**src/rtl/xor_accum.sv**
```systemverilog
// Pairwise XOR / frame-accumulating XOR unit with a registered result, parity and
// a saturating per-frame beat count with a sticky overflow flag.
module xor_accum #(
    parameter int unsigned WIDTH = 8,
    parameter int unsigned CNT_W = 8
) (
    input  logic             clk,
    input  logic             rst_n,
    input  logic             in_valid,
    input  logic [WIDTH-1:0] a,
    input  logic [WIDTH-1:0] b,
    input  logic             mode,
    input  logic             last,
    input  logic             clear,
    output logic [WIDTH-1:0] c,
    output logic             out_valid,
    output logic             parity,
    output logic [CNT_W-1:0] beat_cnt,
    output logic             overflow
);

    typedef enum logic [0:0] {StIdle, StAccum} state_e;

    localparam logic [CNT_W-1:0] CntMax = {CNT_W{1'b1}};
    localparam logic [CNT_W-1:0] CntOne = CNT_W'(1);

    state_e           state_q, state_d;
    logic [WIDTH-1:0] acc_q, acc_d;
    logic [CNT_W-1:0] cnt_q, cnt_d;
    logic             ovf_q, ovf_d;
    logic [WIDTH-1:0] c_q, c_d;
    logic             out_valid_q, out_valid_d;
    logic             parity_q, parity_d;
    logic [CNT_W-1:0] beat_cnt_q, beat_cnt_d;
    logic             overflow_q, overflow_d;

    logic [WIDTH-1:0] ab;
    logic             cnt_sat;
    logic [CNT_W-1:0] cnt_inc;

    assign ab      = a ^ b;
    assign cnt_sat = (cnt_q == CntMax);
    assign cnt_inc = cnt_sat ? cnt_q : cnt_q + CntOne;

    always_comb begin
        state_d     = state_q;
        acc_d       = acc_q;
        cnt_d       = cnt_q;
        ovf_d       = ovf_q;
        c_d         = c_q;
        out_valid_d = 1'b0;
        beat_cnt_d  = beat_cnt_q;
        overflow_d  = overflow_q;

        // Abort discards the frame but leaves the last reported result visible.
        if (clear) begin
            state_d = StIdle;
            acc_d   = '0;
            cnt_d   = '0;
            ovf_d   = 1'b0;
        end else if (in_valid) begin
            case (state_q)
                StIdle: begin
                    if (!mode || last) begin
                        c_d         = ab;
                        beat_cnt_d  = CntOne;
                        overflow_d  = 1'b0;
                        out_valid_d = 1'b1;
                    end else begin
                        acc_d   = ab;
                        cnt_d   = CntOne;
                        ovf_d   = 1'b0;
                        state_d = StAccum;
                    end
                end
                StAccum: begin
                    // mode is only meaningful at frame start.
                    if (last) begin
                        c_d         = acc_q ^ ab;
                        beat_cnt_d  = cnt_inc;
                        overflow_d  = ovf_q | cnt_sat;
                        out_valid_d = 1'b1;
                        acc_d       = '0;
                        cnt_d       = '0;
                        ovf_d       = 1'b0;
                        state_d     = StIdle;
                    end else begin
                        acc_d = acc_q ^ ab;
                        cnt_d = cnt_inc;
                        ovf_d = ovf_q | cnt_sat;
                    end
                end
                default: state_d = StIdle;
            endcase
        end

        parity_d = ^c_d;
    end

    always_ff @(posedge clk) begin
        if (!rst_n) begin
            state_q     <= StIdle;
            acc_q       <= '0;
            cnt_q       <= '0;
            ovf_q       <= 1'b0;
            c_q         <= '0;
            out_valid_q <= 1'b0;
            parity_q    <= 1'b0;
            beat_cnt_q  <= '0;
            overflow_q  <= 1'b0;
        end else begin
            state_q     <= state_d;
            acc_q       <= acc_d;
            cnt_q       <= cnt_d;
            ovf_q       <= ovf_d;
            c_q         <= c_d;
            out_valid_q <= out_valid_d;
            parity_q    <= parity_d;
            beat_cnt_q  <= beat_cnt_d;
            overflow_q  <= overflow_d;
        end
    end

    assign c         = c_q;
    assign out_valid = out_valid_q;
    assign parity    = parity_q;
    assign beat_cnt  = beat_cnt_q;
    assign overflow  = overflow_q;

endmodule
```
**config.mk**
```make
export PLATFORM = sky130hd
export DESIGN_NAME = xor_accum
export DESIGN_NICKNAME = d
export VERILOG_FILES = /design/src/rtl/xor_accum.sv
export SDC_FILE = /design/constraint.sdc
export NUM_CORES = 1
export LEC_CHECK = 0
export ABC_AREA = 1
export CAP_MARGIN = 20
export CORE_ASPECT_RATIO = 0.75
export CORE_MARGIN = 2
export CORE_UTILIZATION = 50
export DETAILED_ROUTE_END_ITERATION = 6
export DONT_BUFFER_PORTS = 1
export HOLD_SLACK_MARGIN = 0.08
export RECOVER_POWER = 50
export REMOVE_ABC_BUFFERS = 1
export SKIP_CTS_REPAIR_TIMING = 1
export SKIP_LAST_GASP = 1
export SLEW_MARGIN = 20
export SYNTH_ARGS = -nofsm -noshare
export SYNTH_HDL_FRONTEND = slang
export SYNTH_SLANG_ARGS = --single-unit
```
**constraint.sdc**
```tcl
create_clock -name clk -period 2.45 [get_ports clk]
set_clock_uncertainty 0.15 [all_clocks]
set_input_delay 0.49 -clock clk [delete_from_list [all_inputs] [get_ports clk]]
set_output_delay 0.49 -clock clk [all_outputs]
set_load 0.01 [all_outputs]
```
==> results of run 1 <==
-- registers in the layout, indices dropped and copies added, names as in the netlist --
name,count
beat_cnt,8
parity,1
c,8
state_q,1
overflow,1
ovf_q,1
cnt_q,8
acc_q,8
out_valid,1
-- logic make-up (layout without fill, tap and decap cells) --
logic type | count (synthesis) | count (layout) | synth area share
compound gates | 53 | 53 | 0.145
xor+xnor | 4 | 4 | 0.0162
fa+ha+maj | 1 | 1 | 0.00579
buf+inv | 51 | 57 | 0.0932
flops | 37 | 37 | 0.343
mux | 1 | 1 | 0.00463
simple gates | 205 | 205 | 0.393
-- metal layers --
| metal | up-vias | share of wire | track usage |
|---|---|---|---|
| li1 | 1131 | - | - |
| met1 | 896 | 0.51 | 0.329 |
| met2 | 61 | 0.41 | 0.346 |
| met3 | 4 | 0.082 | 0.0640 |
| met4 | 0 | 0.0043 | 0.0460 |
| met5 | - | 0 | 0 |
-- where the power goes --
part	switching [mW]	internal, mW	total, mW
combinational	0.128	0.0627	0.190
sequential	0.0195	0.620	0.639
clock	0.235	0.197	0.432
total	0.382	0.879	1.26
-- cells in the mapped netlist --
cell type / count
nand2_1: 127
inv_1: 40
dfxtp_1: 37
nor2_1: 37
a21oi_1: 28
nand3_1: 27
o21ai_0: 10
inv_2: 4
o21ai_1: 4
xor2_1: 4
a221oi_1: 3
a31oi_1: 3
clkbuf_1: 3
nor2_2: 3
nor3_1: 3
o221a_2: 3
buf_2: 2
nand3b_1: 2
a211oi_1: 1
a21oi_4: 1
buf_6: 1
clkinv_1: 1
ha_1: 1
mux2i_1: 1
nand2_2: 1
nand4_1: 1
nor2_4: 1
nor3_2: 1
nor4_1: 1
or2_4: 1
-- area by class of cell --
| class | count | share of cell area |
|---|---|---|
| Timing Repair Buffer | 4 | 0.0114 |
| Inverter | 45 | 0.0732 |
| Tap cell | 55 | 0.0298 |
| Clock buffer | 5 | 0.0298 |
| Sequential cell | 37 | 0.321 |
| Clock inverter | 3 | 0.00759 |
| Multi-Input combinational cell | 264 | 0.527 |
-- worst register-to-register path: cells and delay by family (launching register included) --
kind                       cells  cell delay, ns
AOI/OAI and AO/OA              1            0.12
xor gates and xnor gates       1            0.23
DFF                            1            0.38
and+or+nand+nor                6            0.76
buffers and inverters          1            0.13
adders and majority gates      1            0.22
-- per-stage QoR --
stage	power, mW	setup slack (ns)	std cells
floorplan	0.800	0.472	346
global placement	0.844	0.333	405
detailed placement	0.845	0.323	405
CTS	1.27	0.375	413
global route	1.33	0.158	413
finish	1.26	0.384	413
-- path summary, 6_finish.rpt --
kind | to | start | cells past startpoint
setup reg to reg | beat_cnt[4]$_SDFFE_PN0P_ | cnt_q[0]$_SDFFE_PP0P_ | 10
hold reg to reg | cnt_q[5]$_SDFFE_PP0P_ | cnt_q[5]$_SDFFE_PP0P_ | 2
hold / removal | parity$_SDFF_PN0_ | rst_n | 2
setup / recovery | beat_cnt[4]$_SDFFE_PN0P_ | cnt_q[0]$_SDFFE_PP0P_ | 10
==> impl_metrics.yaml, run 1 <==
logic_synthesis:
  synth_top_cell_by_area: "dfxtp_1"
  syn_inst: 352
  syn_area_um2: 2160
  ys_seq_area_frac: 0.343
  synth-seq-cells: 37
  avgSynthCellArea_um2: 6.14
  synth_cell_types: 30
  synthTopCellsByArea: "dfxtp_1 34%, nand2_1 22%, inv_1 6.9%"
  synth_top_area_frac: 0.343
  yosysWarnings: 0
final_layout:
  ff_latch_area_um2: 741
  layout.nets: 380
  final_common_cell: "nand2_1"
  antennaDiodeCount: 0
  syn2layout_area_growth_pct: 6.77
  design_area_um2: 2310
  drive_gt1_frac: 0.0698
  layout_common_cells: "127 x nand2_1, 40 x inv_1, 38 x nor2_1"
  multiInputGateArea_um2: 1220
  fin_util: 0.562
  final.fill_count: 434
drt:
  vias: 2092
  drt_pass1_iterations: 5
  routed_wl_um: 5080
  first_iter_violations: 140
  wl_per_cell_um: 12.3
  ant_nets: 0
  drcViolationCount: 0
  vias_per_cell: 5.07
clock_network:
  cts_tree: "built"
  clk_latency_ns: 0.29
  cts.clk_slew.worst_paths_ns: 0.08
  cts_root_buf: "clkbuf_8"
  cts.sinks: 37
  numCtsBuffers: 5
  cts_max_path_buffers: 2
  cts_htree_levels: 2
timing:
  max_clock_freq_mhz: 484
  relSlewSlack: 0.611
  rsz0062_at_grt: "no"
  timing.hold.ws_ns: 0.166
  setup_violations: 0
  post-route-period-util: 0.843
  final-max-slew-violation-count: 0
  tightest_slew_ns: 0.582
  finalSetupTns_ns: 0
  hold_violations: 0
  period_needed_ns: 2.07
power_and_ir_drop:
  leakage_nw: 1.04
  p_per_area_nw_per_um2: 547
  irDropWorstVdd_uv: 406
placed_design:
  dpl_cell_area_um2: 2230
  io_buffers: 0
  globalplace.congestion: 0.833
  place_hpwl_um: 3950
floorplanning:
  row_count: 20
  die_x_um: 79.9
  initial_utilization: 0.527
  dieArea_um2: 4870
  die_h_um: 60.9
  io_pins: 41
  fp.coreArea_um2: 4100
global_route:
  overflow: 0
  grt_pass1_vias: 1854
  grt_pass1_wl_um: 8500
  grt_max_degree: 17
  grt_usage: 0.229
  antenna_found_initial: 0
critical_path:
  worst-path-max-fanout: 4
  critPathKind: "reg -> reg"
  cpMaxStageDelayCell: "dfxtp_1"
  path_common_cell: "nand2_1"
  critPathLaunchType: "flip-flop"
  cp_cell_sequence: "ha_1 > nand2_1 > nor3_2 > nand3_1 > inv_1 > nor2_1 > nand2_1 > xor2_1 > nand2_1 > a21oi_1"
  max_stage_delay_ns: 0.38
  crit_buf_inv: 1
  crit_arrival_ns: 2.14
  critPathTopFamily: "simple AND/OR/NAND/NOR gates"
  critPathCaptureType: "flip-flop"
  required_ns: 2.52
  rrSetupSlack_ns: 0.38
flow_run:
  cap_viol_max_count: 0
min_path:
  hold_path.class: "in -> reg"
run_status:
  status: "completed"
No activity file was read; power rests on OpenSTA's default activity.
==> run 2, diff against run 1 <==
- PLACE_DENSITY: not set -> 0.68
- clock period: 2.45 -> 1.7 ns (I/O delays scaled with it)
==> impl_metrics.yaml, run 2 (synthesized netlist as in run 1, its figures left out) <==
run_status:
  status: "finished with violations"
  failed_checks: "setup timing"
placed_design:
  io_buffers: 0
  dp_cells: 441
  place_hpwl_um: 4100
  globalplace.congestion: 0.895
floorplanning:
  die_x_um: 79.9
  row_count: 20
  dieArea_um2: 4870
  initial_utilization: 0.527
  io_pins: 41
  fp.coreArea_um2: 4100
  die_h_um: 60.9
timing:
  period_needed_ns: 1.72
  post-route-period-util: 1.01
  max_clock_freq_mhz: 580
  setup_violations: 2
  relSlewSlack: 0.672
  rsz0062_at_grt: "yes"
  timing.hold.ws_ns: 0.00827
  finalSetupTns_ns: -0.0434
  tightest_slew_ns: 0.491
  hold_violations: 0
  final-max-slew-violation-count: 0
  fin_ws_ns: -0.0240
clock_network:
  cts_tree: "built"
  numCtsBuffers: 5
  clk_latency_ns: 0.30
  cts.clk_slew.worst_paths_ns: 0.08
  cts_htree_levels: 2
  cts_max_path_buffers: 2
  cts.sinks: 37
  cts_root_buf: "clkbuf_8"
global_route:
  antenna_found_initial: 0
  grt_pass1_wl_um: 8940
  overflow: 0
  grt_max_degree: 17
  grt_usage: 0.239
  grt_pass1_vias: 2014
min_path:
  hold_path.class: "in -> reg"
flow_run:
  cap_viol_max_count: 0
critical_path:
  critPathKind: "reg -> reg"
  crit_arrival_ns: 1.78
  worst-path-max-fanout: 5
  critPathCaptureType: "flip-flop"
  critPathLaunchType: "flip-flop"
  required_ns: 1.75
final_layout:
  drive_gt1_frac: 0.273
  layout_common_cells: "120 x nand2_1, 42 x buf_4, 34 x inv_1"
  layout.nets: 422
  final_common_cell: "nand2_1"
  ff_latch_area_um2: 752
  syn2layout_area_growth_pct: 29.0
  finalNonFillerCells: 455
  final.fill_count: 360
  antennaDiodeCount: 0
  multiInputGateArea_um2: 1360
power_and_ir_drop:
  p_per_area_nw_per_um2: 688
  leakage_nw: 1.30
  power.total_mw: 1.92
  irDropWorstVdd_uv: 507
drt:
  ant_nets: 0
  drcViolationCount: 0
  vias_per_cell: 5.12
  drt_pass1_iterations: 4
  vias: 2328
  wl_per_cell_um: 12.6
  first_iter_violations: 127
  routed_wl_um: 5740
[run 2: cell count changes in the layout (fill, tap and decap cells not counted), moves of 5 or more]
cell	before	now
buf_4	3	42
a21oi_1	28	22
nand2_2	1	7
inv_1	40	34
a21oi_2	0	6
dfxtp_1	37	30
inv_2	4	9
dfxtp_2	0	6
nor2_1	38	31
nand2_1	127	120
[run 2: path summary, 6_finish.rpt]
check,startpoint,endpoint,slack [ns],cells past startpoint
hold reg to reg,cnt_q[5]$_SDFFE_PP0P_,cnt_q[5]$_SDFFE_PP0P_,0.33,2
setup / recovery,state_q$_SDFFE_PP0P_,parity$_SDFF_PN0_,-0.02,12
setup reg to reg,state_q$_SDFFE_PP0P_,parity$_SDFF_PN0_,-0.02,12
hold / removal,rst_n,parity$_SDFF_PN0_,0.008,2
[run 2: worst max-delay path, cell delays in order (launching register included)]
cell and delay, ns:
dfxtp_4 0.39, inv_4 0.05, a21oi_4 0.23, nor2_4 0.11, buf_6 0.13, o21ai_2 0.14, nand2_1 0.09, nand2_1 0.08
nand2_1 0.05, nand2_1 0.07, nand2_1 0.06, nand2_1 0.05, nor2_1 0.04
[run 2: routing by layer]
layer,wire length (um),GRT usage,vias to the layer above
li1,-,-,1218
met3,379,0.0551,8
met5,0,0,-
met4,74,0.0799,0
met1,2860,0.344,1025
met2,2420,0.357,77
[run 2: cell type report]
type	count	share of cell area
tap	55	0.0247
inverter	45	0.0615
clock inverter	3	0.00629
multi-input combinational	265	0.488
timing repair buffer	45	0.125
clock buffer	5	0.0247
sequential	37	0.270
[run 2: where the power goes]
group          internal (mW)  leakage (nW)  total (mW)  switching (mW)
clock                  0.283        0.0439       0.625           0.342
sequential             0.892         0.304       0.924          0.0314
combinational          0.154         0.948       0.368           0.214
total                   1.33          1.30        1.92           0.587
[run 2: metrics by stage]
| stage | worst slack (ns) | util | instance area [um2] |
|---|---|---|---|
| after floorplan | -0.128 | - | 2130 |
| after global placement | -0.0968 | 0.609 | 2500 |
| after detailed placement | -0.149 | 0.609 | 2500 |
| after CTS | -0.0843 | 0.630 | 2580 |
| after global routing | -0.136 | 0.679 | 2790 |
| final | -0.0240 | 0.679 | 2790 |
==> run 3, diff against run 2 <==
- GPL_TIMING_DRIVEN: not set -> 0
==> impl_metrics.yaml, run 3 (synthesized netlist as in run 1, its figures left out) <==
global_route:
  grt_pass1_wl_um: 8160
  overflow: 0
  grt_pass1_vias: 1813
  grt_usage: 0.217
  antenna_found_initial: 0
  grt_max_degree: 18
timing:
  timing.hold.ws_ns: 0.0131
  rsz0062_at_grt: "yes"
  final-max-slew-violation-count: 0
  hold_violations: 0
  period_needed_ns: 1.82
  setup_violations: 2
  fin_ws_ns: -0.121
  tightest_slew_ns: 0.526
  max_clock_freq_mhz: 549
  relSlewSlack: 0.648
  post-route-period-util: 1.07
drt:
  wl_per_cell_um: 12.9
  drt_pass1_iterations: 4
  vias_per_cell: 5.22
  first_iter_violations: 135
  vias: 2255
  drcViolationCount: 0
  ant_nets: 0
  routed_wl_um: 5560
placed_design:
  globalplace.congestion: 0.885
  dpl_cell_area_um2: 2200
  io_buffers: 0
  dp_cells: 401
  place_hpwl_um: 3710
final_layout:
  multiInputGateArea_um2: 1400
  final_common_cell: "nand2_1"
  layout_common_cells: "120 x nand2_1, 34 x inv_1, 28 x dfxtp_1"
  syn2layout_area_growth_pct: 26.0
  design_area_um2: 2720
  finalNonFillerCells: 432
  fin_util: 0.663
  layout.nets: 399
  drive_gt1_frac: 0.249
  ff_latch_area_um2: 759
  antennaDiodeCount: 0
  final.fill_count: 357
clock_network:
  clk_latency_ns: 0.29
  cts_tree: "built"
  cts_htree_levels: 2
  cts_max_path_buffers: 2
  cts.sinks: 37
  cts_root_buf: "clkbuf_8"
  numCtsBuffers: 5
  cts.clk_slew.worst_paths_ns: 0.08
power_and_ir_drop:
  irDropWorstVdd_uv: 574
  p_per_area_nw_per_um2: 751
  leakage_nw: 1.21
floorplanning:
  fp.coreArea_um2: 4100
  io_pins: 41
  dieArea_um2: 4870
  initial_utilization: 0.527
  die_h_um: 60.9
  die_x_um: 79.9
  row_count: 20
critical_path:
  worst-path-max-fanout: 5
  required_ns: 1.74
  crit_arrival_ns: 1.86
  critPathKind: "reg -> reg"
  critPathLaunchType: "flip-flop"
  critPathCaptureType: "flip-flop"
run_status:
  status: "finished with violations"
  failed_checks: "setup timing"
min_path:
  hold_path.class: "in -> reg"
flow_run:
  cap_viol_max_count: 0
run 3: cell count changes in the layout (fill, tap and decap cells not counted), moves of 2 or more:
cell,change
a21oi_1,+2
a21oi_2,-2
buf_12,+2
buf_4,-25
clkinv_2,-2
dfxtp_1,-2
dfxtp_4,+2
inv_2,-2
nor2_1,-5
nor2_2,+2
nor2_4,+3
run 3: path summary, 6_finish.rpt:
check	start	to	slack, ns	depth (start not counted)
worst max-delay path	state_q$_SDFFE_PP0P_	parity$_SDFF_PN0_	-0.12	14
worst max register to register	state_q$_SDFFE_PP0P_	parity$_SDFF_PN0_	-0.12	14
worst min-delay path	rst_n	parity$_SDFF_PN0_	0.01	2
worst min register to register	cnt_q[5]$_SDFFE_PP0P_	cnt_q[5]$_SDFFE_PP0P_	0.34	2
run 3: layout make-up:
class | instances | share of cell area
Sequential cell | 37 | 0.279
Tap cell | 55 | 0.0253
Multi-Input combinational cell | 265 | 0.512
Clock buffer | 5 | 0.0253
Clock inverter | 3 | 0.0170
Inverter | 45 | 0.0671
Timing Repair Buffer | 22 | 0.0740
run 3: layer usage:
metal	GRT usage	up-vias	part of all wire
met5	0	-	0
met4	0.0678	0	0.0088
met3	0.0610	5	0.070
met2	0.311	67	0.44
met1	0.315	1003	0.48
li1	-	1180	-
run 3: where the power goes:
group | internal, mW | total [mW] | leakage, nW | switching (mW)
logic | 0.132 | 0.347 | 0.850 | 0.216
registers | 0.890 | 0.922 | 0.306 | 0.0324
clock network | 0.439 | 0.775 | 0.0543 | 0.336
run 3: critical path, cell delays in order, from the launching register on:
cell and delay [ns]:
dfxtp_4 0.41, inv_8 0.05, a21oi_4 0.27, nor2_4 0.12
buf_6 0.14, nor2_4 0.09, inv_2 0.04, nand2_2 0.07
nand2_1 0.06, nand2_1 0.06, nand2_1 0.05, nand2_1 0.07
nand2_1 0.06, nand2_1 0.05, nor2_1 0.04
run 3: per-stage QoR:
step / power [mW] / setup TNS (ns) / setup WS (ns)
detailed placement: 1.21 / -7.76 / -0.566
global placement: 1.20 / -7.68 / -0.553
global route: 2.15 / -1.00 / -0.204
finish: 2.04 / -0.183 / -0.121
floorplan: 1.15 / -0.690 / -0.128
CTS: 1.98 / -6.27 / -0.520
